**config.mk**
```make
export PLATFORM = sky130hd
export DESIGN_NAME = reg_sel_burst
export DESIGN_NICKNAME = d
export VERILOG_FILES = /design/src/rtl/reg_sel_burst.sv
export SDC_FILE = /design/constraint.sdc
export NUM_CORES = 1
export LEC_CHECK = 0
export BUFFER_PORTS_ARGS = -buffer_cell sky130_fd_sc_hd__buf_2
export CORE_MARGIN = 4
export CORE_UTILIZATION = 60
export DETAILED_ROUTE_END_ITERATION = 8
export PLACE_DENSITY = 0.85
export SYNTH_ARGS = -nofsm -noshare
export SYNTH_HDL_FRONTEND = slang
export SYNTH_SLANG_ARGS = --single-unit
```
**constraint.sdc**
```tcl
create_clock -name clock -period 5.8 [get_ports clock]
set_input_delay 1.45 -clock clock [delete_from_list [all_inputs] [get_ports clock]]
set_output_delay 1.45 -clock clock [all_outputs]
set_load 0.02 [all_outputs]
```
**src/rtl/reg_sel_burst.sv**
```systemverilog
// Register-file OE/load select decoder with a mask-driven burst walker for push/pop microcode.
// Latency: every output is registered, 1 cycle from input sample to output.
// Backpressure: none; a burst advances only on burstStep and holds its outputs otherwise.
module reg_sel_burst #(
    parameter int NREGS = 8,
    parameter int SELW  = 3,
    parameter int NOPS  = 3
) (
    input  logic                 clock,
    input  logic                 notReset,
    input  logic                 opLatch,
    input  logic [NOPS*SELW-1:0] op,
    input  logic                 oe,
    input  logic                 load,
    input  logic [1:0]           oeSourceSel,
    input  logic                 loadSourceSel,
    input  logic [SELW-1:0]      useqRegSelOe,
    input  logic [SELW-1:0]      useqRegSelLoad,
    input  logic                 burstStart,
    input  logic [NREGS-1:0]     burstMask,
    input  logic                 burstMode,
    input  logic                 burstDir,
    input  logic                 burstStep,
    output logic [NREGS-1:0]     regOes,
    output logic [NREGS-1:0]     regNotLoads,
    output logic                 burstBusy,
    output logic                 burstDone,
    output logic                 selErr
);

    localparam logic [NREGS-1:0] ONE = {{(NREGS-1){1'b0}}, 1'b1};

    typedef enum logic {IDLE, WALK} state_t;

    state_t                 state;
    logic [NOPS*SELW-1:0]   op_reg;
    logic [NREGS-1:0]       mask;
    logic [SELW-1:0]        ptr;
    logic                   mode;
    logic                   dir;

    logic [SELW-1:0]        idx_oe;
    logic [SELW-1:0]        idx_ld;
    logic                   oe_src_ok;
    logic                   oe_in_range;
    logic                   ld_in_range;
    logic [NREGS-1:0]       dec_oes;
    logic [NREGS-1:0]       dec_nld;
    logic                   dec_err;

    logic [SELW-1:0]        start_ptr;
    logic [NREGS-1:0]       mask_rem;
    logic [SELW-1:0]        next_ptr;
    logic [NREGS-1:0]       start_oes;
    logic [NREGS-1:0]       start_nld;
    logic [NREGS-1:0]       next_oes;
    logic [NREGS-1:0]       next_nld;

    // Index of the lowest set bit (0 when the vector is empty).
    function automatic logic [SELW-1:0] low_bit(input logic [NREGS-1:0] v);
        low_bit = '0;
        for (int i = NREGS - 1; i >= 0; i--) begin
            if (v[i]) low_bit = SELW'(i);
        end
    endfunction

    // Index of the highest set bit (0 when the vector is empty).
    function automatic logic [SELW-1:0] high_bit(input logic [NREGS-1:0] v);
        high_bit = '0;
        for (int i = 0; i < NREGS; i++) begin
            if (v[i]) high_bit = SELW'(i);
        end
    endfunction

    // Idle-mode decode: pick the OE/load index sources and expand to strobes.
    always_comb begin
        idx_oe    = '0;
        oe_src_ok = 1'b0;
        if (oeSourceSel == 2'd0) begin
            idx_oe    = useqRegSelOe;
            oe_src_ok = 1'b1;
        end else if (int'(oeSourceSel) <= NOPS) begin
            idx_oe    = op_reg[(int'(oeSourceSel) - 1) * SELW +: SELW];
            oe_src_ok = 1'b1;
        end
        idx_ld      = loadSourceSel ? op_reg[SELW-1:0] : useqRegSelLoad;
        oe_in_range = int'(idx_oe) < NREGS;
        ld_in_range = int'(idx_ld) < NREGS;
        dec_oes     = (oe && oe_src_ok && oe_in_range) ? (ONE << idx_oe) : '0;
        dec_nld     = (load && ld_in_range) ? ~(ONE << idx_ld) : '1;
        dec_err     = (oe && oe_src_ok && !oe_in_range) || (load && !ld_in_range);
    end

    // Burst pointer arithmetic: first register on start, next register on a step.
    always_comb begin
        start_ptr = burstDir ? high_bit(burstMask) : low_bit(burstMask);
        mask_rem  = mask & ~(ONE << ptr);
        next_ptr  = dir ? high_bit(mask_rem) : low_bit(mask_rem);
        start_oes = burstMode ? '0 : (ONE << start_ptr);
        start_nld = burstMode ? ~(ONE << start_ptr) : '1;
        next_oes  = mode ? '0 : (ONE << next_ptr);
        next_nld  = mode ? ~(ONE << next_ptr) : '1;
    end

    // Operand latch, burst FSM and all registered outputs.
    always_ff @(posedge clock or negedge notReset) begin
        if (!notReset) begin
            state       <= IDLE;
            op_reg      <= '0;
            mask        <= '0;
            ptr         <= '0;
            mode        <= 1'b0;
            dir         <= 1'b0;
            regOes      <= '0;
            regNotLoads <= '1;
            burstBusy   <= 1'b0;
            burstDone   <= 1'b0;
            selErr      <= 1'b0;
        end else begin
            if (opLatch) op_reg <= op;
            case (state)
                IDLE: begin
                    if (burstStart && (|burstMask)) begin
                        state       <= WALK;
                        mask        <= burstMask;
                        mode        <= burstMode;
                        dir         <= burstDir;
                        ptr         <= start_ptr;
                        regOes      <= start_oes;
                        regNotLoads <= start_nld;
                        burstBusy   <= 1'b1;
                        burstDone   <= 1'b0;
                        selErr      <= 1'b0;
                    end else begin
                        // An empty-mask start completes at once.
                        regOes      <= dec_oes;
                        regNotLoads <= dec_nld;
                        selErr      <= dec_err;
                        burstBusy   <= 1'b0;
                        burstDone   <= burstStart;
                    end
                end
                WALK: begin
                    burstDone <= 1'b0;
                    if (burstStep) begin
                        if (|mask_rem) begin
                            mask        <= mask_rem;
                            ptr         <= next_ptr;
                            regOes      <= next_oes;
                            regNotLoads <= next_nld;
                        end else begin
                            // Last register consumed: the exit cycle shows the idle decode.
                            state       <= IDLE;
                            mask        <= '0;
                            ptr         <= '0;
                            regOes      <= dec_oes;
                            regNotLoads <= dec_nld;
                            selErr      <= dec_err;
                            burstBusy   <= 1'b0;
                            burstDone   <= 1'b1;
                        end
                    end
                end
                default: state <= IDLE;
            endcase
        end
    end

endmodule

```
==> results of run 1 <==
==> metal layers <==
layer / wire length [microns] / vias to the layer above / track usage [%]
li1: - / 1478 / -
met1: 3590 / 1512 / 36.2
met2: 4190 / 195 / 48.1
met4: 319 / 0 / 12.7
met3: 690 / 33 / 4.97
met5: 0 / - / 0
==> cells by family (layout without fill, tap and decap cells) <==
group	after synthesis	count (layout)	share of synthesized area (%)
simple gates	148	148	23.7
other cells	1	1	0.121
fa+ha+maj	2	2	0.808
flops	41	41	33.5
buf+inv	32	74	4.77
mux	19	19	7.19
compound gates	129	129	29.9
==> how the worst min path moves through the flow <==
stage	startpoint	to	cells after the start
floorplan	op_reg[3]	op_reg[3]	1
global placement	op_reg[4]	op_reg[4]	1
detailed placement	op_reg[3]	op_reg[3]	1
CTS	op_reg[3]	op_reg[3]	1
global route	op_reg[3]	op_reg[3]	1
finish	regOes[3]	regOes[3]	2
==> layout make-up <==
| type | count | share of cell area [%] |
|---|---|---|
| repair buffers | 53 | 7.79 |
| inverters | 13 | 1.42 |
| multi-input cells | 299 | 55.6 |
| clock buffers | 8 | 2.62 |
| well taps | 67 | 2.44 |
| flip-flops and latches | 41 | 30.1 |
==> placed cells by master, fill, tap and decap left out, types with 4 or more instances in the layout <==
master                      n
sky130_fd_sc_hd__clkbuf_8   6
sky130_fd_sc_hd__buf_2     52
sky130_fd_sc_hd__nand2_1   37
sky130_fd_sc_hd__nor2_1    41
sky130_fd_sc_hd__o21ai_0   30
sky130_fd_sc_hd__a22oi_1    5
sky130_fd_sc_hd__a31oi_1    7
sky130_fd_sc_hd__nor3_1     9
sky130_fd_sc_hd__o21ai_1    5
sky130_fd_sc_hd__a221oi_1   8
sky130_fd_sc_hd__dfstp_2    8
sky130_fd_sc_hd__nand3_1   15
sky130_fd_sc_hd__a22o_1     4
sky130_fd_sc_hd__o211ai_1   5
sky130_fd_sc_hd__nor2b_1    9
sky130_fd_sc_hd__o31ai_1    5
sky130_fd_sc_hd__a21oi_1   16
sky130_fd_sc_hd__inv_1     13
sky130_fd_sc_hd__mux2_2    14
sky130_fd_sc_hd__dfrtp_1   33
sky130_fd_sc_hd__and2_1     4
sky130_fd_sc_hd__nand2b_1  15
==> critical path, stage by stage <==
cell                       delay [ps]
sky130_fd_sc_hd__buf_2            150
sky130_fd_sc_hd__inv_1             90
sky130_fd_sc_hd__ha_1             390
sky130_fd_sc_hd__mux2_2           360
sky130_fd_sc_hd__a221oi_1         380
sky130_fd_sc_hd__nand2b_1         260
sky130_fd_sc_hd__nor2_1            80
sky130_fd_sc_hd__a221oi_1         260
sky130_fd_sc_hd__o21ai_1          100
==> power breakdown <==
part           leakage, nW  total, mW  switching [mW]  internal (mW)
Clock               0.0455      0.200           0.102         0.0973
Combinational        0.914      0.867           0.539          0.327
Sequential           0.498      0.557           0.158          0.399
Total                 1.46       1.62           0.800          0.824
==> impl_metrics.xml, run 1 <==
<?xml version="1.0" encoding="UTF-8"?>
<metrics>
  <group name="layout">
    <metric name="proportion_of_layout_cells_with_a_drive_suffix_above_1" unit="%">22.9</metric>
    <metric name="fin_area" unit="sq um">3440</metric>
    <metric name="multiInputGateArea" unit="sq um">1910</metric>
    <metric name="layout.core_utilization" unit="%">70.9</metric>
    <metric name="register_area" unit="sq um">1040</metric>
    <metric name="synth_to_final_area_change" unit="%">11.1</metric>
    <metric name="finalNonFillerCells" unit="">481</metric>
    <metric name="largest_register_ffs" unit="">9</metric>
    <metric name="layout.filler_cells" unit="">381</metric>
    <metric name="antenna_cells_inserted" unit="">0</metric>
    <metric name="nNetsFinal" unit="">450</metric>
  </group>
  <group name="detailed_routing">
    <metric name="ant_nets" unit="">0</metric>
    <metric name="detail_route.first_pass.iterations" unit="">5</metric>
    <metric name="detail_route.drc_violations" unit="">0</metric>
    <metric name="detailedRoute.firstIterationViolations" unit="">380</metric>
    <metric name="route.detailed.vias_per_inst" unit="">6.69</metric>
    <metric name="routed_wirelength" unit="microns">8790</metric>
    <metric name="num_vias" unit="">3218</metric>
    <metric name="routedWlPerCell" unit="microns">18.3</metric>
  </group>
  <group name="clock_network">
    <metric name="tritoncts" unit="">done</metric>
    <metric name="clkTransAtPathRegs" unit="ps">70</metric>
    <metric name="clockBufferDepth" unit="">2</metric>
    <metric name="cts-resized-gates" unit="">0</metric>
    <metric name="cts_root_buffer" unit="">sky130_fd_sc_hd__clkbuf_8</metric>
    <metric name="cts_htree_levels" unit="">2</metric>
    <metric name="post_cts_buffers" unit="">0</metric>
    <metric name="cts-hold-fix-buffers" unit="">0</metric>
    <metric name="clock-sinks" unit="">41</metric>
    <metric name="clk_latency" unit="ps">300</metric>
    <metric name="cts_inserted_buffers" unit="">5</metric>
  </group>
  <group name="worst_setup_path">
    <metric name="rr_startpoint" unit="">ptr[2]</metric>
    <metric name="worst_r2r_path_depth" unit="">6</metric>
    <metric name="timing.critical_path.fanout_max" unit="">7</metric>
    <metric name="worst_setup_path_start_kind" unit="">primary input</metric>
    <metric name="critPathLaunch" unit="">oeSourceSel[0]</metric>
    <metric name="worstSetupPathType" unit="">in -&gt; reg</metric>
    <metric name="critPathCapture" unit="">regOes[4]</metric>
    <metric name="regToRegSetupSlack" unit="ps">2940</metric>
    <metric name="worst_ep_arrival_time" unit="ps">3530</metric>
    <metric name="worst_r2r_endpoint" unit="">regNotLoads[5]</metric>
    <metric name="worst_setup_path_end_kind" unit="">flop</metric>
    <metric name="critical_path_required" unit="ps">5970</metric>
  </group>
  <group name="floorplanning">
    <metric name="die_h" unit="microns">79.8</metric>
    <metric name="boundaryPins" unit="">54</metric>
    <metric name="floorplan.initialDensity" unit="%">63.8</metric>
    <metric name="die_area" unit="sq um">6370</metric>
    <metric name="die_x" unit="microns">79.8</metric>
    <metric name="design.core.area" unit="sq um">4850</metric>
    <metric name="floorplan.rows" unit="">25</metric>
  </group>
  <group name="synth">
    <metric name="synth.area.top_cells" unit="">sky130_fd_sc_hd__dfrtp_1 27%, sky130_fd_sc_hd__dfstp_2 6.8%, sky130_fd_sc_hd__mux2_2 5.1%, sky130_fd_sc_hd__nor2_1 5.0%, sky130_fd_sc_hd__o21ai_0 4.9%</metric>
    <metric name="synth_top_area_share" unit="%">26.7</metric>
    <metric name="synthDominantAreaCellType" unit="">sky130_fd_sc_hd__dfrtp_1</metric>
    <metric name="post-synth-top-count-cell" unit="">sky130_fd_sc_hd__nor2_1</metric>
    <metric name="synth-edff-count" unit="">0</metric>
    <metric name="synth_area_per_cell" unit="sq um">8.32</metric>
    <metric name="yosys_most_used_dff" unit="">sky130_fd_sc_hd__dfrtp_1</metric>
    <metric name="ys_seq_elements" unit="">41</metric>
    <metric name="synthesis.instances" unit="">372</metric>
    <metric name="synthesis.nets" unit="">409</metric>
    <metric name="yosysUniqueCellTypes" unit="">67</metric>
    <metric name="synth_sequential_area_ratio" unit="%">33.5</metric>
    <metric name="synth-async-reset-ratio" unit="%">100</metric>
    <metric name="yosys_warnings" unit="">0</metric>
    <metric name="synthTopCellsByCount" unit="">41 x sky130_fd_sc_hd__nor2_1, 37 x sky130_fd_sc_hd__nand2_1, 33 x sky130_fd_sc_hd__dfrtp_1, 30 x sky130_fd_sc_hd__o21ai_0, 16 x sky130_fd_sc_hd__a21oi_1</metric>
    <metric name="synth.cell_area" unit="sq um">3100</metric>
  </group>
  <group name="placement">
    <metric name="place.detailed.hpwl" unit="microns">6470</metric>
    <metric name="io_buffer_count" unit="">52</metric>
    <metric name="dp_slack" unit="ps">2180</metric>
    <metric name="placement.cell_area" unit="sq um">3350</metric>
    <metric name="finalWeightedCongestion" unit="">0.918</metric>
    <metric name="post-place-cells" unit="">473</metric>
  </group>
  <group name="timing">
    <metric name="maxSlewViolCount" unit="">0</metric>
    <metric name="timing.final.setup_violations" unit="">0</metric>
    <metric name="max_slew_margin" unit="%">26.4</metric>
    <metric name="rsz0062_at_grt" unit="">no</metric>
    <metric name="hold_viol_final" unit="">0</metric>
    <metric name="finalCriticalPeriod" unit="ps">3360</metric>
    <metric name="maxClockFrequency" unit="MHz">298</metric>
    <metric name="finalSetupTns" unit="ps">0</metric>
    <metric name="clock_skew" unit="ps">11.8</metric>
    <metric name="tightest_slew" unit="ps">1100</metric>
    <metric name="setup_slack" unit="ps">2440</metric>
    <metric name="worst_hold_slack" unit="ps">526</metric>
    <metric name="timing.final.crit_share" unit="%">57.9</metric>
  </group>
  <group name="global_routing">
    <metric name="grt_pass1_vias" unit="">3033</metric>
    <metric name="grt_max_degree" unit="">42</metric>
    <metric name="antenna_violations_before_repair" unit="">0</metric>
    <metric name="grt_use_total" unit="%">28.7</metric>
    <metric name="grt_first_pass_wirelength" unit="microns">14500</metric>
    <metric name="grt.overflow.total" unit="">0</metric>
  </group>
  <group name="status">
    <metric name="status" unit="">finished, final reports clean</metric>
  </group>
  <group name="pwr">
    <metric name="power-per-cell-area" unit="nW/um^2">472</metric>
    <metric name="power_leakage" unit="nW">1.46</metric>
    <metric name="totalPowerFinal" unit="mW">1.62</metric>
    <metric name="maximum_vdd_drop" unit="uV">318</metric>
  </group>
  <group name="run">
    <metric name="maxCapViolations" unit="">0</metric>
  </group>
  <group name="min_path">
    <metric name="hp-class" unit="">reg -&gt; reg</metric>
  </group>
</metrics>
No activity file was read; power rests on OpenSTA's default activity.
==> inputs of run 2 (changes only) <==
--- a/config.mk
+++ b/config.mk
@@ -7,9 +7,9 @@
 export LEC_CHECK = 0
 export BUFFER_PORTS_ARGS = -buffer_cell sky130_fd_sc_hd__buf_2
 export CORE_MARGIN = 4
-export CORE_UTILIZATION = 60
+export CORE_UTILIZATION = 51
 export DETAILED_ROUTE_END_ITERATION = 8
-export PLACE_DENSITY = 0.85
+export PLACE_DENSITY = 0.77
 export SYNTH_ARGS = -nofsm -noshare
 export SYNTH_HDL_FRONTEND = slang
 export SYNTH_SLANG_ARGS = --single-unit
==> constraint.sdc (replaced) <==
create_clock -name clock -period 2.8 [get_ports clock]
set_input_delay 0.7 -clock clock [delete_from_list [all_inputs] [get_ports clock]]
set_output_delay 0.7 -clock clock [all_outputs]
set_load 0.02 [all_outputs]
==> run 2 against run 1 <==
Against the previous run:
- clock skew is essentially flat
- die area increased by 16%
- critical path depth unchanged
- via count rose by 0.93%
- sequential cell count did not move
- largest power group unchanged
==> impl_metrics.xml, run 2 (synthesis results as in run 1) <==
<?xml version="1.0" encoding="UTF-8"?>
<metrics>
  <group name="clock_network">
    <metric name="clockBufferDepth" unit="">2</metric>
    <metric name="cts-hold-fix-buffers" unit="">0</metric>
    <metric name="cts_inserted_buffers" unit="">5</metric>
    <metric name="tritoncts" unit="">done</metric>
    <metric name="clock-sinks" unit="">41</metric>
    <metric name="cts-resized-gates" unit="">0</metric>
    <metric name="cts_htree_levels" unit="">2</metric>
    <metric name="post_cts_buffers" unit="">0</metric>
    <metric name="clk_latency" unit="ps">300</metric>
    <metric name="cts_root_buffer" unit="">sky130_fd_sc_hd__clkbuf_8</metric>
    <metric name="clkTransAtPathRegs" unit="ps">80</metric>
  </group>
  <group name="timing">
    <metric name="hold_viol_final" unit="">0</metric>
    <metric name="max_slew_margin" unit="%">38.1</metric>
    <metric name="rsz0062_at_grt" unit="">no</metric>
    <metric name="maxSlewViolCount" unit="">0</metric>
    <metric name="maxClockFrequency" unit="MHz">391</metric>
    <metric name="timing.final.crit_share" unit="%">91.2</metric>
    <metric name="tightest_slew" unit="ps">929</metric>
    <metric name="clock_skew" unit="ps">12.3</metric>
    <metric name="timing.final.setup_violations" unit="">0</metric>
    <metric name="finalCriticalPeriod" unit="ps">2550</metric>
  </group>
  <group name="layout">
    <metric name="nNetsFinal" unit="">458</metric>
    <metric name="layout.cells.most_common" unit="">sky130_fd_sc_hd__buf_2</metric>
    <metric name="largest_register_ffs" unit="">9</metric>
    <metric name="synth_to_final_area_change" unit="%">14.5</metric>
    <metric name="layout_common_cells" unit="">52 x sky130_fd_sc_hd__buf_2, 41 x sky130_fd_sc_hd__nor2_1, 37 x sky130_fd_sc_hd__nand2_1</metric>
    <metric name="proportion_of_layout_cells_with_a_drive_suffix_above_1" unit="%">25.1</metric>
    <metric name="finalNonFillerCells" unit="">497</metric>
    <metric name="antenna_cells_inserted" unit="">0</metric>
  </group>
  <group name="global_routing">
    <metric name="grt.overflow.total" unit="">0</metric>
    <metric name="antenna_violations_before_repair" unit="">0</metric>
    <metric name="grt_max_degree" unit="">42</metric>
    <metric name="grt_use_total" unit="%">24.4</metric>
    <metric name="grt_first_pass_wirelength" unit="microns">14600</metric>
    <metric name="grt_pass1_vias" unit="">3116</metric>
  </group>
  <group name="status">
    <metric name="status" unit="">finished, final reports clean</metric>
  </group>
  <group name="pwr">
    <metric name="totalPowerFinal" unit="mW">3.53</metric>
    <metric name="sequentialPowerShare" unit="%">31.4</metric>
    <metric name="power-per-cell-area" unit="nW/um^2">997</metric>
    <metric name="power.internal" unit="mW">1.85</metric>
    <metric name="maximum_vdd_drop" unit="uV">510</metric>
    <metric name="total_switching_power" unit="mW">1.68</metric>
    <metric name="combPwrFrac" unit="%">54.3</metric>
    <metric name="power_leakage" unit="nW">1.51</metric>
    <metric name="power.share.switching" unit="%">47.7</metric>
    <metric name="pwr-share-clk" unit="%">14.3</metric>
  </group>
  <group name="detailed_routing">
    <metric name="route.detailed.vias_per_inst" unit="">6.54</metric>
    <metric name="ant_nets" unit="">0</metric>
    <metric name="detailedRoute.firstIterationViolations" unit="">340</metric>
    <metric name="routedWlPerCell" unit="microns">18.0</metric>
    <metric name="routed_wirelength" unit="microns">8930</metric>
    <metric name="detail_route.drc_violations" unit="">0</metric>
    <metric name="num_vias" unit="">3248</metric>
    <metric name="detail_route.first_pass.iterations" unit="">5</metric>
  </group>
  <group name="worst_setup_path">
    <metric name="worst_r2r_endpoint" unit="">regOes[7]</metric>
    <metric name="worst_r2r_path_depth" unit="">8</metric>
    <metric name="regToRegSetupSlack" unit="ps">320</metric>
    <metric name="worstSetupPathType" unit="">in -&gt; reg</metric>
    <metric name="worst_setup_path_start_kind" unit="">primary input</metric>
    <metric name="critical_path_required" unit="ps">2960</metric>
    <metric name="worst_ep_arrival_time" unit="ps">2720</metric>
    <metric name="timing.critical_path.fanout_max" unit="">5</metric>
    <metric name="worst_setup_path_end_kind" unit="">flop</metric>
    <metric name="rr_startpoint" unit="">ptr[0]</metric>
  </group>
  <group name="floorplanning">
    <metric name="design.core.area" unit="sq um">5920</metric>
    <metric name="floorplan.rows" unit="">28</metric>
    <metric name="floorplan.initialDensity" unit="%">52.3</metric>
    <metric name="boundaryPins" unit="">54</metric>
    <metric name="die_h" unit="microns">85.9</metric>
    <metric name="die_x" unit="microns">85.9</metric>
    <metric name="die_area" unit="sq um">7380</metric>
  </group>
  <group name="min_path">
    <metric name="min_path_cells" unit="">1</metric>
    <metric name="hp-start" unit="">op_reg[4]</metric>
    <metric name="hp-class" unit="">reg -&gt; reg</metric>
    <metric name="worst_case_hold_path_end_point" unit="">op_reg[4]</metric>
  </group>
  <group name="run">
    <metric name="maxCapViolations" unit="">0</metric>
  </group>
  <group name="placement">
    <metric name="place.detailed.hpwl" unit="microns">6700</metric>
    <metric name="post-place-cells" unit="">489</metric>
    <metric name="finalWeightedCongestion" unit="">0.930</metric>
    <metric name="io_buffer_count" unit="">52</metric>
  </group>
</metrics>
-- run 2: cell types whose count changed in the layout (fill, tap and decap cells not counted), sizes merged --
cell	previous run	this run
buf	53	61
clkbuf	8	6
bufinv	0	1
clkinvlp	0	1
-- run 2: worst max-delay path by stage --
stage	from	end	slack, ps	cells after the start
after floorplan	oeSourceSel[0]	regOes[4]	370	8
after global placement	oeSourceSel[0]	regOes[4]	170	9
after detailed placement	oeSourceSel[0]	regOes[4]	-20	9
after CTS	ptr[1]	regNotLoads[3]	240	7
after global routing	oeSourceSel[0]	regOes[4]	70	9
final	oeSourceSel[0]	regOes[4]	250	9
-- run 2: layout make-up --
class | count | area, sq um
Clock buffer | 6 | 82.6
Clock inverter | 2 | 37.5
Fill cell | 514 | 2380
Inverter | 13 | 48.8
Multi-Input combinational cell | 299 | 1920
Sequential cell | 41 | 1040
Tap cell | 75 | 93.8
Timing Repair Buffer | 61 | 328
-- run 2: worst max-delay path, cell delays in order --
cell and delay, ps:
sky130_fd_sc_hd__buf_2 90, sky130_fd_sc_hd__inv_1 60, sky130_fd_sc_hd__ha_1 400, sky130_fd_sc_hd__mux2_2 360, sky130_fd_sc_hd__a221oi_1 280, sky130_fd_sc_hd__nand2b_1 250, sky130_fd_sc_hd__nor2_1 90, sky130_fd_sc_hd__a221oi_1 360
sky130_fd_sc_hd__o21ai_1 130
-- run 2: power groups by stage --
| stage | Sequential (mW) | Combinational, mW | Clock [mW] |
|---|---|---|---|
| floorplan | 1.12 | 1.31 | 0 |
| global placement | 1.11 | 1.81 | 0 |
| detailed placement | 1.11 | 1.86 | 0 |
| CTS | 1.10 | 1.87 | 0.506 |
| global route | 1.15 | 2.07 | 0.528 |
| finish | 1.11 | 1.92 | 0.507 |
-- run 2: metal layers --
layer | part of all wire (%) | GRT usage, %
met5 | 0 | 0
met1 | 42 | 30.4
met4 | 2.6 | 9.35
met3 | 6.1 | 4.42
met2 | 50 | 42.0
-- run 2: through the flow --
stage / hold slack (ps) / instance area, sq um / utilization [%] / setup slack (ps) / setup TNS (ps)
3_5_place_dp: 492 / 3420 / 57.7 / -22.5 / -22.5
4_1_cts: 512 / 3540 / 59.8 / 235 / 0
5_1_grt: 528 / 3540 / 59.9 / 72.0 / 0
2_1_floorplan: 404 / 3100 / - / 368 / 0
6_report: 511 / 3540 / 59.9 / 245 / 0
3_3_place_gp: 490 / 3420 / 57.7 / 173 / 0
